`config.mk`:
```
export PLATFORM = sky130hd
export DESIGN_NAME = zxuno_uart_bridge
export DESIGN_NICKNAME = d
export VERILOG_FILES = /design/src/rtl/zxuno_uart_bridge_pkg.sv /design/src/rtl/zxuno_uart_bridge_phy.sv /design/src/rtl/zxuno_uart_bridge.sv
export SDC_FILE = /design/constraint.sdc
export NUM_CORES = 1
export LEC_CHECK = 0
export CORE_MARGIN = 5
export CORE_UTILIZATION = 45
export CTS_CLUSTER_DIAMETER = 50
export DETAILED_ROUTE_END_ITERATION = 12
export GPL_ROUTABILITY_DRIVEN = 1
export GPL_TIMING_DRIVEN = 0
export PLACE_DENSITY = 0.64
export SLEW_MARGIN = 20
export SYNTH_ARGS = -nofsm -noshare
export SYNTH_HDL_FRONTEND = slang
export SYNTH_SLANG_ARGS = --single-unit
export TNS_END_PERCENT = 10
```
`constraint.sdc`:
```
create_clock -name clk -period 4.9 [get_ports clk]
set_input_delay 0.49 -clock clk [delete_from_list [all_inputs] [get_ports clk]]
set_output_delay 0.49 -clock clk [all_outputs]
set_load 0.01 [all_outputs]
```
`src/rtl/zxuno_uart_bridge_pkg.sv`:
```
// ---------------------------------------------------------------------------
// zxuno_uart_bridge_pkg
//   Shared constants and types for the serial-to-register-bus bridge:
//   command opcodes, reply codes, command FSM and receiver FSM encodings.
// ---------------------------------------------------------------------------
package zxuno_uart_bridge_pkg;

    localparam logic [7:0] OP_WR = 8'h57;  // 'W' addr data
    localparam logic [7:0] OP_RD = 8'h52;  // 'R' addr
    localparam logic [7:0] ACK   = 8'h06;
    localparam logic [7:0] NAK   = 8'h15;

    typedef enum logic [2:0] {
        ST_IDLE,
        ST_GET_ADDR,
        ST_GET_DATA,
        ST_BUS_WR,
        ST_BUS_RD,
        ST_SEND,       // hand reply byte to the serialiser
        ST_SEND_WAIT   // wait for its stop bit to finish
    } state_t;

    typedef enum logic [1:0] {
        RX_IDLE,
        RX_START,
        RX_DATA,
        RX_STOP
    } rx_state_t;

    // States in which the host must hold off sending.
    function automatic logic holds_off(input state_t s);
        return (s == ST_BUS_WR) || (s == ST_BUS_RD) ||
               (s == ST_SEND)   || (s == ST_SEND_WAIT);
    endfunction

endpackage

```
`src/rtl/zxuno_uart_bridge_phy.sv`:
```
// ---------------------------------------------------------------------------
// bridge_uart_phy
//   8N1 serial PHY: 2-flop rx synchroniser + deserialiser, tx serialiser.
//   Ports:
//     clk, rst_n       clock, async active-low reset
//     uart_rx          serial in (asynchronous, idle high)
//     uart_tx          serial out (idle high)
//     rx_byte          last received byte, valid with byte_valid
//     byte_valid       one-clock pulse per correctly framed byte
//     tx_start/tx_data start a transmit; accepted only while tx_busy=0
//     tx_busy          high from accepted tx_start to end of stop bit
// ---------------------------------------------------------------------------
module bridge_uart_phy #(
    parameter int DIV = 243
) (
    input  logic       clk,
    input  logic       rst_n,
    input  logic       uart_rx,
    output logic       uart_tx,
    output logic [7:0] rx_byte,
    output logic       byte_valid,
    input  logic       tx_start,
    input  logic [7:0] tx_data,
    output logic       tx_busy
);
    import zxuno_uart_bridge_pkg::*;

    localparam int CW = $clog2(DIV);
    localparam logic [CW-1:0] DIV_LAST  = CW'(DIV - 1);
    localparam logic [CW-1:0] HALF_LAST = CW'(DIV / 2 - 1);

    // ---------------- receiver ----------------
    logic            rx_s1, rx_s2, rx_s3;
    rx_state_t       rx_q, rx_d;
    logic [CW-1:0]   rx_cnt;
    logic [2:0]      rx_bit;
    logic [7:0]      rx_shift;
    logic            rx_fall, rx_half, rx_full;

    assign rx_fall = rx_s3 & ~rx_s2;
    assign rx_half = (rx_cnt == HALF_LAST);
    assign rx_full = (rx_cnt == DIV_LAST);
    assign rx_byte = rx_shift;

    // NOTE: every combinational output gets a default first, so no path
    // through the case leaves it unassigned and no latch is inferred.
    always_comb begin
        rx_d = rx_q;
        unique case (rx_q)
            RX_IDLE:  if (rx_fall) rx_d = RX_START;
            // Line back high at mid start bit means it was a glitch.
            RX_START: if (rx_half) rx_d = rx_s2 ? RX_IDLE : RX_DATA;
            RX_DATA:  if (rx_full && rx_bit == 3'd7) rx_d = RX_STOP;
            RX_STOP:  if (rx_full) rx_d = RX_IDLE;
            default:  rx_d = RX_IDLE;
        endcase
    end

    // NOTE: sequential state uses non-blocking assignments so every flop
    // samples pre-edge values regardless of statement order.
    always_ff @(posedge clk or negedge rst_n) begin
        if (!rst_n) begin
            rx_s1      <= 1'b1;
            rx_s2      <= 1'b1;
            rx_s3      <= 1'b1;
            rx_q       <= RX_IDLE;
            rx_cnt     <= '0;
            rx_bit     <= '0;
            rx_shift   <= '0;
            byte_valid <= 1'b0;
        end else begin
            rx_s1      <= uart_rx;
            rx_s2      <= rx_s1;
            rx_s3      <= rx_s2;
            rx_q       <= rx_d;
            // Stop bit sampled low is a framing error: no pulse.
            byte_valid <= (rx_q == RX_STOP) && rx_full && rx_s2;
            if (rx_q == RX_IDLE || rx_d != rx_q || rx_full)
                rx_cnt <= '0;
            else
                rx_cnt <= rx_cnt + 1'b1;
            if (rx_q == RX_START) begin
                rx_bit <= '0;
            end else if (rx_q == RX_DATA && rx_full) begin
                rx_shift <= {rx_s2, rx_shift[7:1]};
                rx_bit   <= rx_bit + 1'b1;
            end
        end
    end

    // ---------------- transmitter ----------------
    logic          tx_active;
    logic [9:0]    tx_shift;
    logic [3:0]    tx_bit;
    logic [CW-1:0] tx_cnt;

    assign uart_tx = tx_active ? tx_shift[0] : 1'b1;
    assign tx_busy = tx_active;

    always_ff @(posedge clk or negedge rst_n) begin
        if (!rst_n) begin
            tx_active <= 1'b0;
            tx_shift  <= '1;
            tx_bit    <= '0;
            tx_cnt    <= '0;
        end else if (!tx_active) begin
            if (tx_start) begin
                tx_active <= 1'b1;
                tx_shift  <= {1'b1, tx_data, 1'b0};
                tx_bit    <= '0;
                tx_cnt    <= '0;
            end
        end else if (tx_cnt == DIV_LAST) begin
            tx_cnt <= '0;
            if (tx_bit == 4'd9) begin
                tx_active <= 1'b0;
            end else begin
                tx_shift <= {1'b1, tx_shift[9:1]};
                tx_bit   <= tx_bit + 1'b1;
            end
        end else begin
            tx_cnt <= tx_cnt + 1'b1;
        end
    end

endmodule

```
`src/rtl/zxuno_uart_bridge.sv`:
```
// ---------------------------------------------------------------------------
// zxuno_uart_bridge
//   Serial command bridge acting as a second ZX-UNO register-bus master.
//   'W' addr data -> register write, reply ACK; 'R' addr -> register read,
//   reply data byte; other opcodes -> NAK.
//   Ports:
//     clk, rst_n          clock, async active-low reset
//     uart_rx / uart_tx   8N1 serial link to host
//     uart_rts            0 = ready for bytes, 1 = hold off
//     zxuno_addr, dout    register address / write data
//     zxuno_regwr         one-clock write strobe
//     zxuno_regrd         read strobe, RD_CYCLES clocks
//     din, oe_n           read data and its "driven" flag (active low)
//     busy                command in progress (opcode to reply stop bit)
// ---------------------------------------------------------------------------
module zxuno_uart_bridge #(
    parameter int CLK_HZ         = 28000000,
    parameter int BAUD           = 115200,
    parameter int TIMEOUT_CYCLES = 2800000,
    parameter int RD_CYCLES      = 2
) (
    input  logic       clk,
    input  logic       rst_n,
    input  logic       uart_rx,
    output logic       uart_tx,
    output logic       uart_rts,
    output logic [7:0] zxuno_addr,
    output logic       zxuno_regwr,
    output logic       zxuno_regrd,
    output logic [7:0] dout,
    input  logic [7:0] din,
    input  logic       oe_n,
    output logic       busy
);
    import zxuno_uart_bridge_pkg::*;

    localparam int DIV = CLK_HZ / BAUD;
    localparam int TW  = $clog2(TIMEOUT_CYCLES);
    localparam int BW  = $clog2(RD_CYCLES + 1);
    localparam logic [TW-1:0] TO_LAST = TW'(TIMEOUT_CYCLES - 1);
    localparam logic [BW-1:0] RD_LAST = BW'(RD_CYCLES);

    logic [7:0]    rx_byte;
    logic          byte_valid;
    logic          tx_start;
    logic          tx_busy;
    logic [7:0]    reply;

    state_t        state_q, state_d;
    logic          is_wr;
    logic          rts_hold;
    logic [TW-1:0] to_cnt;
    logic [BW-1:0] bus_cnt;
    logic          in_get;
    logic          to_expired;

    bridge_uart_phy #(.DIV(DIV)) u_phy (
        .clk        (clk),
        .rst_n      (rst_n),
        .uart_rx    (uart_rx),
        .uart_tx    (uart_tx),
        .rx_byte    (rx_byte),
        .byte_valid (byte_valid),
        .tx_start   (tx_start),
        .tx_data    (reply),
        .tx_busy    (tx_busy)
    );

    assign in_get      = (state_q == ST_GET_ADDR) || (state_q == ST_GET_DATA);
    assign to_expired  = in_get && (to_cnt == TO_LAST);
    assign busy        = (state_q != ST_IDLE);
    assign uart_rts    = rts_hold | holds_off(state_q);
    assign zxuno_regwr = (state_q == ST_BUS_WR);
    // First BUS_RD cycle is address setup; strobe covers the next RD_CYCLES.
    assign zxuno_regrd = (state_q == ST_BUS_RD) && (bus_cnt != '0);

    always_comb begin
        state_d  = state_q;
        tx_start = 1'b0;
        unique case (state_q)
            ST_IDLE:
                if (byte_valid)
                    state_d = (rx_byte == OP_WR || rx_byte == OP_RD) ? ST_GET_ADDR : ST_SEND;
            ST_GET_ADDR:
                if (byte_valid)      state_d = is_wr ? ST_GET_DATA : ST_BUS_RD;
                else if (to_expired) state_d = ST_IDLE;
            ST_GET_DATA:
                if (byte_valid)      state_d = ST_BUS_WR;
                else if (to_expired) state_d = ST_IDLE;
            ST_BUS_WR:
                state_d = ST_SEND;
            ST_BUS_RD:
                if (bus_cnt == RD_LAST) state_d = ST_SEND;
            ST_SEND:
                if (!tx_busy) begin
                    tx_start = 1'b1;
                    state_d  = ST_SEND_WAIT;
                end
            ST_SEND_WAIT:
                if (!tx_busy) state_d = ST_IDLE;
            default:
                state_d = ST_IDLE;
        endcase
    end

    // NOTE: bus outputs and command registers are reset because they are
    // visible on the register bus; leaving them X would leak onto it.
    always_ff @(posedge clk or negedge rst_n) begin
        if (!rst_n) begin
            state_q    <= ST_IDLE;
            rts_hold   <= 1'b1;
            is_wr      <= 1'b0;
            reply      <= '0;
            zxuno_addr <= '0;
            dout       <= '0;
            to_cnt     <= '0;
            bus_cnt    <= '0;
        end else begin
            state_q  <= state_d;
            rts_hold <= 1'b0;

            if (byte_valid || !in_get) to_cnt <= '0;
            else                       to_cnt <= to_cnt + 1'b1;

            if (state_q == ST_BUS_RD) bus_cnt <= bus_cnt + 1'b1;
            else                      bus_cnt <= '0;

            unique case (state_q)
                ST_IDLE:
                    if (byte_valid) begin
                        is_wr <= (rx_byte == OP_WR);
                        reply <= NAK;
                    end
                ST_GET_ADDR: if (byte_valid) zxuno_addr <= rx_byte;
                ST_GET_DATA: if (byte_valid) dout <= rx_byte;
                ST_BUS_WR:   reply <= ACK;
                ST_BUS_RD:
                    if (bus_cnt == RD_LAST) reply <= oe_n ? 8'hFF : din;
                default: ;
            endcase
        end
    end

endmodule

```
# Word-level counts from Yosys, hierarchy flattened
# Index checks and enable logic that the tools add are counted.
totals:
  reg_bits: 101
  latch_bits: 0
  ramBits: 0
  rom_bits: 0
  inputBits: 12
  out_inout_bits: 21
  word_cells: 127
  memories: 0
classes:
  add_sub_neg: 6
  n_mul: 0
  div_mod_pow: 0
  n_lt_le_gt_ge: 0
  eq_ne: 25
  shift: 0
  mux: 43
  bitwise: 4
  reduce_logical: 29
op_table:
  columns: ["operator", "n"]
  rows:
  - ["$mux 8", 7]
  - ["$mux 10", 4]
  - ["$mux 3", 11]
  - ["$eq 8x7->1 const B", 3]
  - ["$pmux 8 s3", 1]
  - ["$add 22x1->22 const B", 1]
  - ["$eq 22x22->1 const B", 1]
  - ["$mux 22", 1]
  - ["$pmux 3 s7", 1]
  - ["$add 8x1->8 const B", 2]
  - ["$eq 8x8->1 const B", 2]
  - ["$mux 4", 4]
  - ["$eq 3x3->1 const B", 4]
  - ["$mux 2", 6]
  - ["$logic_or 1x1->1", 8]
  - ["$ne 2x2->1 const B", 4]
  - ["$pmux 2 s4", 1]
  - ["$reduce_and 2->1", 4]
  - ["$mux 1", 7]
  - ["$eq 2x2->1 const B", 3]
  - ["$eq 3x2->1 const B", 2]
  - ["$logic_and 1x1->1", 6]
  - ["$reduce_and 3->1", 2]
  - ["$reduce_bool 2->1", 3]
  - ["16 further kinds", 19]

# Longest topological paths before layout
# Gate-level depths: netlist of the first run.
logic_depth:
  ltp_word: 8
  mapped_depth: 7

# Cells and area by module
# A second synthesis of the first run with hierarchy kept.
hier_totals:
  hier_cells: 456
  area_unflattened_um2: 4804.6
modules_own_cells:
  columns: ["module", "n_inst", "cells_per_inst", "area_per_inst_um2", "seq_area_each_um2"]
  rows:
  - ["zxuno_uart_bridge", 1, 246, 2567.5, 1327.5]
  - ["bridge_uart_phy", 1, 210, 2237.1, 1191.1]

# Worst setup path before layout of the first run
# No wires, ideal clock.
synth_path:
  path_type: "flip-flop to flip-flop"
  start: "register u_phy.rx_cnt[0]"
  end: "register u_phy.rx_shift[0] (netlist: u_phy.rx_byte[0])"
  setup_time_ps: 125
  arrival_ps: 1732
  required_ps: 4775
  slack_ps: 3043
  stages_incl_launch_ff: 8
  n_path_buf: 1
  period_less_slack_ps: 1857
  cell_sequence: "dfrtp_1 > inv_1 > ha_1 > nand3b_1 > nor3_1 > and3b_1 > buf_2 > mux2_2"
synth_via:
  elab_chain_len: 3
synth_lines:
  columns: ["element", "line_no", "source"]
  rows:
  - ["from (decl)", "zxuno_uart_bridge_phy.sv:35", "logic [CW-1:0] rx_cnt;"]
  - ["from (signal assigned)", "zxuno_uart_bridge_phy.sv:81", "rx_cnt <= rx_cnt + 1'b1;"]
  - ["$eq 8x8->1", "zxuno_uart_bridge_phy.sv:42", "assign rx_full = (rx_cnt == DIV_LAST);"]
  - ["$logic_and 1x1->1", "zxuno_uart_bridge_phy.sv:84", "end else if (rx_q == RX_DATA && rx_full) begin"]
  - ["$reduce_and 2->1 (no source line)", null, null]
  - ["to (signal assigned)", "zxuno_uart_bridge_phy.sv:85", "rx_shift <= {rx_s2, rx_shift[7:1]};"]
  - ["to (decl)", "zxuno_uart_bridge_phy.sv:37", "logic [7:0] rx_shift;"]
# No other way between the ends.
# A chain may end at the register's enable or synchronous reset.

# Final worst setup path of the first run
layout_path:
  start: "register state_q[2]"
  end: "output port zxuno_regrd"
layout_via:
  elab_chain_len: 2
layout_lines:
  columns: ["element", "line_no", "source"]
  rows:
  - ["from (decl)", "zxuno_uart_bridge.sv:49", "state_t state_q, state_d;"]
  - ["from (signal assigned)", "zxuno_uart_bridge.sv:119", "state_q <= state_d;"]
  - ["$eq 3x3->1", "zxuno_uart_bridge.sv:75", "assign zxuno_regrd = (state_q == ST_BUS_RD) && (bus_cnt != '0);"]
  - ["$logic_and 1x1->1", "zxuno_uart_bridge.sv:75", null]
  - ["to (decl)", "zxuno_uart_bridge.sv:29", "output logic zxuno_regrd,"]
# No other way between the ends.

==> impl_metrics.toml, run 1 <==
[status]
outcome = "completed"

[clock_network]
h-tree-depth = 3
cts-root-buf = "clkbuf_8"
path_clk_slew_ps = 90
post_cts_resized = 0
cts_tree = "yes"
postCtsSetupBuffers = 0
cts.sinks = 100
cts_hold_buf = 0
cts-buffers-inserted = 9
cts.path.max_buffers = 2
clock_latency_ps = 370

[route]
final_antenna_net_count = 0
drt_wl_total_um = 9360
drt-pass1-iter-count = 4
vias = 3470
drcViolationCount = 0
via_per_inst = 5.42
wire_per_inst_um = 14.6
initialDrtViolationCount = 133

[synthesis]
synth_top_area_share_pct = 45.3
ys_top_cells_by_area = "dfrtp_1, dfstp_2, mux2_2, ha_1, nand2_1"
synthDistinctLibCells = 56
synth_nets = 479
ys_ff_latch = 100
synth_edf_count = 0
async_reset_ff_share_pct = 100
yosysWarnings = 0
synthCells = 455
dominantRegCellSynth = "dfrtp_1"
seq_area_frac_synth_pct = 52.4
synth_top_area_cell = "dfrtp_1"
syn_area_um2 = 4800
syn_avg_cell_area_um2 = 10.6

[sta]
fmax_ghz = 0.373
fin_skew_ps = 8.57
maxSlewViolCount = 0
setup_tns_ps = 0
relSlewSlack_pct = 49.1
rsz0062_at_grt = "no"
hold_violations = 0
tightest_slew_ps = 760
worst_slack_ps = 2220
period_needed_ps = 2680
fin_hold_ws_ps = 15.2
final.period_utilization_pct = 54.8
setup_viol = 0

[placement]
gp_congestion = 0.758
portBuffers = 32
dp_hpwl_um = 6510
place_ws_ps = 2630

[layout]
mostFrequentLayoutCells = "dfrtp_1, nand2_1, nor2_1, clkdlybuf4s50_1, a21oi_1"
area_growth_syn_to_layout_pct = 15.3
diodes = 0
layout_commonest_cell = "dfrtp_1"
drive_gt1_share_pct = 13.1
utilization_pct = 53.4
fin_nets = 523

[setup_path]
crit_path_max_incr_delay_ps = 550
startpoint_type = "register"
crit_type = "register to primary output"
end_kind = "primary output"
slowest_stage = "clkdlybuf4s50_1"
required_ps = 4410
cp.arrival_ps = 2190
r2r_cells = 7
crit_fanout = 10
crit_chain = "clkbuf_1 -> nand2_1 -> nor2_1 -> clkdlybuf4s50_1"

[power]
irDropWorstVdd_v = 0.000217
power_density_nw_per_um2 = 283
power_mw = 1.57
p_leak_nw = 2.43

[floorplan]
rows = 37
initial_core_util_pct = 46.3
die-area_um2 = 12800
ios = 33
die_h_um = 113
die_w_um = 113
core-area_um2 = 10400

[global_route]
grt_pass1_vias = 3593
overflow = 0
grtUsageTotal_pct = 15.6
grt_pass1_wl_um = 16500
grt_start_max_net_pins = 63
antenna_found_initial = 0

[flow_run]
drv_cap = 0

[min_path]
hp-class = "input port to asynchronous set/reset pin"
[routing by layer]
layer  vias up  GRT usage, %  share of wire [%]
li1       1723             -                  -
met1      1686          19.8                 48
met2        47          25.7                 47
met3        14          4.49                3.4
met4         0          4.89                1.4
met5         -             0                  0
[synthesized netlist by cell type (all sizes together), types with 11 or more instances]
cell    count
dfrtp      87
nand2      38
nor2       34
a21oi      27
mux2       25
o21ai      20
nand3      18
inv        17
clkbuf     13
dfstp      13
xnor2      13
ha         12
xor2       11
[kinds of logic (layout without fill, tap and decap cells)]
kind of cell | Yosys count | count (layout) | synth area share (%)
and+or+nand+nor | 158 | 158 | 17.7
buffers and inverters | 35 | 84 | 2.87
other | 1 | 1 | 0.0781
DFF | 100 | 100 | 52.4
adders and majority gates | 12 | 12 | 3.13
xor gates and xnor gates | 24 | 24 | 4.38
muxes | 33 | 33 | 7.53
AOI/OAI and AO/OA | 92 | 92 | 11.9
[state kept, by name (all words and copies together), names as in the netlist]
signal / count
u_phy.rx_q: 2
u_phy.rx_cnt: 8
u_phy.rx_s2: 1
bus_cnt: 2
u_phy.rx_s1: 1
to_cnt: 22
u_phy.tx_bit: 4
rts_hold: 1
is_wr: 1
zxuno_addr: 8
dout: 8
u_phy.tx_shift: 9
u_phy.tx_cnt: 8
u_phy.tx_busy: 1
reply: 8
u_phy.rx_bit: 3
u_phy.rx_s3: 1
u_phy.rx_byte: 8
state_q: 3
u_phy.byte_valid: 1
[final timing paths]
kind	slack, ps	endpoint	start
worst max-delay path	2220	zxuno_regrd	state_q[2]$_DFFE_PN0P_
worst min-delay path	20	to_cnt[15]$_DFF_PN0_	rst_n
worst max register to register	2730	u_phy.rx_byte[5]$_DFFE_PN0P_	u_phy.rx_cnt[0]$_DFF_PN0_
worst min register to register	360	u_phy.rx_s2$_DFF_PN1_	u_phy.rx_s1$_DFF_PN1_
max in group asynchronous	4220	rts_hold$_DFF_PN1_	rst_n
min in group clk	360	u_phy.rx_s2$_DFF_PN1_	u_phy.rx_s1$_DFF_PN1_
[power by group]
group          switching (mW)  internal (mW)  leakage (nW)
Sequential             0.0380          0.857          1.29
Combinational          0.0549         0.0517          1.03
Clock                   0.280          0.288         0.102
Total                   0.373           1.20          2.43
[through the flow]
| step | instance area [µm²] | cells |
|---|---|---|
| 6_report | 5540 | 640 |
| 5_1_grt | 5540 | 640 |
| 2_1_floorplan | 4800 | 455 |
| 3_5_place_dp | 5320 | 624 |
| 3_3_place_gp | 5290 | 623 |
| 4_1_cts | 5540 | 640 |
[worst max-delay path: cells and delay by family, from the launching register on]
family                 cells  cell delay, ps
buffers and inverters      2             970
AND/OR/NAND/NOR            2             380
flip-flops                 1             490
[final cells by class]
type                    count  area [µm²]
fillers                   957        4830
multi-input cells         320        2150
well taps                 136         170
flip-flops and latches    100        2520
plain buffers              18        73.8
repair buffers             33         349
inverters                  17        63.8
clock inverters             6        88.8
clock buffers              10         128
(Power assumes the default switching activity.)
==> inputs of run 2 (changes only) <==
- PLACE_DENSITY: 0.64 -> 0.66
- clock period: 4.9 -> 2.2 ns (I/O delays scaled with it)
==> run 2 against run 1 <==
Net effect:
- first-iteration DRC count increased by 42%
- final cell count decreased by 0.16%
- cell area increased by 0.25%
- highest routed layer unchanged
==> impl_metrics.toml, run 2 (synthesized netlist as in run 1, its figures left out) <==
[layout]
area_growth_syn_to_layout_pct = 15.6
fin_nets = 523
regMostFlops = "to_cnt"
fillers = 962
multiInputGateArea_um2 = 2170
diodes = 0
utilization_pct = 53.5
largest_register_ffs = 22
drive_gt1_share_pct = 14.7
seqCellArea_um2 = 2520
fin_area_um2 = 5550
layout_commonest_cell = "dfrtp_1"
mostFrequentLayoutCells = "dfrtp_1, nand2_1, nor2_1, clkdlybuf4s50_1, a21oi_1"
reg_top3 = "to_cnt x22, u_phy.tx_shift x9"

[floorplan]
die_h_um = 113
core-area_um2 = 10400
initial_core_util_pct = 46.3
die_w_um = 113
die-area_um2 = 12800
rows = 37
ios = 33

[setup_path]
slowest_stage = "clkdlybuf4s50_1"
cp.depth = 4
crit_fanout = 7
cp.arrival_ps = 1780
end_kind = "primary output"
cpMostUsedCell = "inv_1"
r2r_cells = 7
r2r_slack_ps = 200
r2r-end = "u_phy.rx_byte[4]$_DFFE_PN0P_"
path_buf_inv = 3
rr_startpoint = "u_phy.rx_cnt[0]$_DFF_PN0_"
required_ps = 1980
crit_chain = "inv_1 -> nand3_2 -> inv_1 -> clkdlybuf4s50_1"
critPathTopFamily = "buffers and inverters"
crit_type = "register to primary output"
crit_path_max_incr_delay_ps = 540
startpoint_type = "register"

[sta]
setup_viol = 0
period_needed_ps = 2000
fmax_ghz = 0.500
fin_skew_ps = 8.86
final.period_utilization_pct = 90.8
tightest_slew_ps = 679
relSlewSlack_pct = 54.5
rsz0062_at_grt = "no"
hold_violations = 0
maxSlewViolCount = 0

[clock_network]
cts.sinks = 100
cts-buffers-inserted = 9
h-tree-depth = 3
clock_latency_ps = 370
cts-root-buf = "clkbuf_8"
cts.path.max_buffers = 2
cts_tree = "yes"
path_clk_slew_ps = 90

[placement]
placed_area_um2 = 5320
gp_congestion = 0.764
portBuffers = 32
dp_hpwl_um = 6650

[global_route]
grt_pass1_vias = 3524
grtUsageTotal_pct = 15.7
grt_start_max_net_pins = 57
grt_pass1_wl_um = 16600
overflow = 0
antenna_found_initial = 0

[min_path]
min_to = "u_phy.rx_s1$_DFF_PN1_"
hold_depth = 1
hp-class = "input port to register"
min_from = "uart_rx"

[route]
drcViolationCount = 0
drt-pass1-iter-count = 4
wire_per_inst_um = 14.8
drt_wl_total_um = 9480
vias = 3498
initialDrtViolationCount = 189
via_per_inst = 5.47
final_antenna_net_count = 0

[power]
p_leak_nw = 2.46
power_density_nw_per_um2 = 616
irDropWorstVdd_v = 0.000428

[status]
outcome = "completed"

[flow_run]
drv_cap = 0
==> run 2: cell types whose count changed in the layout (fill, tap and decap cells not counted), moves of 2 or more <==
cell / change
clkbuf_1: -5
clkbuf_4: +2
clkbuf_2: +2
inv_6: +3
clkdlybuf4s50_1: -2
==> run 2: worst max-delay path by stage <==
stage | slack (ps) | endpoint | start
detailed placement | 1 | u_phy.rx_byte[5]$_DFFE_PN0P_ | u_phy.rx_cnt[0]$_DFF_PN0_
global route | 60 | u_phy.rx_byte[4]$_DFFE_PN0P_ | u_phy.rx_cnt[0]$_DFF_PN0_
finish | 200 | zxuno_regwr | state_q[2]$_DFFE_PN0P_
CTS | -5 | zxuno_regrd | state_q[0]$_DFFE_PN0P_
floorplan | 340 | u_phy.rx_byte[0]$_DFFE_PN0P_ | u_phy.rx_cnt[0]$_DFF_PN0_
global placement | -2900 | zxuno_addr[2]$_DFFE_PN0P_ | rst_n
==> run 2: layout make-up <==
| cell class | instances | area share, % |
|---|---|---|
| multi-input cells | 320 | 39.0 |
| clock buffers | 9 | 2.23 |
| flip-flops and latches | 100 | 45.4 |
| repair buffers | 34 | 6.49 |
| inverters | 17 | 1.15 |
| well taps | 136 | 3.06 |
| plain buffers | 17 | 1.42 |
| clock inverters | 6 | 1.24 |
==> run 2: timing repair <==
| item | in CTS | in global routing |
|---|---|---|
| gates resized for setup | 10 | 3 |
| setup endpoints to repair | 11 | 2 |
| hold buffers | 1 | 0 |
| buffers inserted | 0 | 0 |
| hold endpoints to repair | 34 | 0 |
| pin swaps | 1 | 0 |
==> run 2: power breakdown <==
part	internal, mW	total, mW	switching (mW)
combinational	0.115	0.241	0.126
clock	0.530	1.19	0.656
sequential	1.91	1.99	0.0843
total	2.56	3.42	0.866
==> run 2: per-stage QoR <==
| stage | TNS, ps | setup slack (ps) | instances | power, mW | hold slack, ps |
|---|---|---|---|---|---|
| 6_report | 0 | 202 | 639 | 3.42 | 249 |
| 5_1_grt | 0 | 58.6 | 639 | 3.59 | 224 |
| 4_1_cts | -4.86 | -4.86 | 640 | 3.47 | 227 |
| 3_5_place_dp | 0 | 0.961 | 624 | 2.27 | 184 |
| 3_3_place_gp | -272970 | -2900 | 623 | 2.26 | 346 |
| 2_1_floorplan | 0 | 343 | 455 | 2.16 | -75.6 |
==> run 2: metal layers <==
metal	vias to the layer above	GRT usage, %	wire [µm]
met3	11	4.44	343
met1	1722	20.8	4520
li1	1721	-	-
met5	-	0	0
met4	0	4.89	113
met2	44	25.0	4510
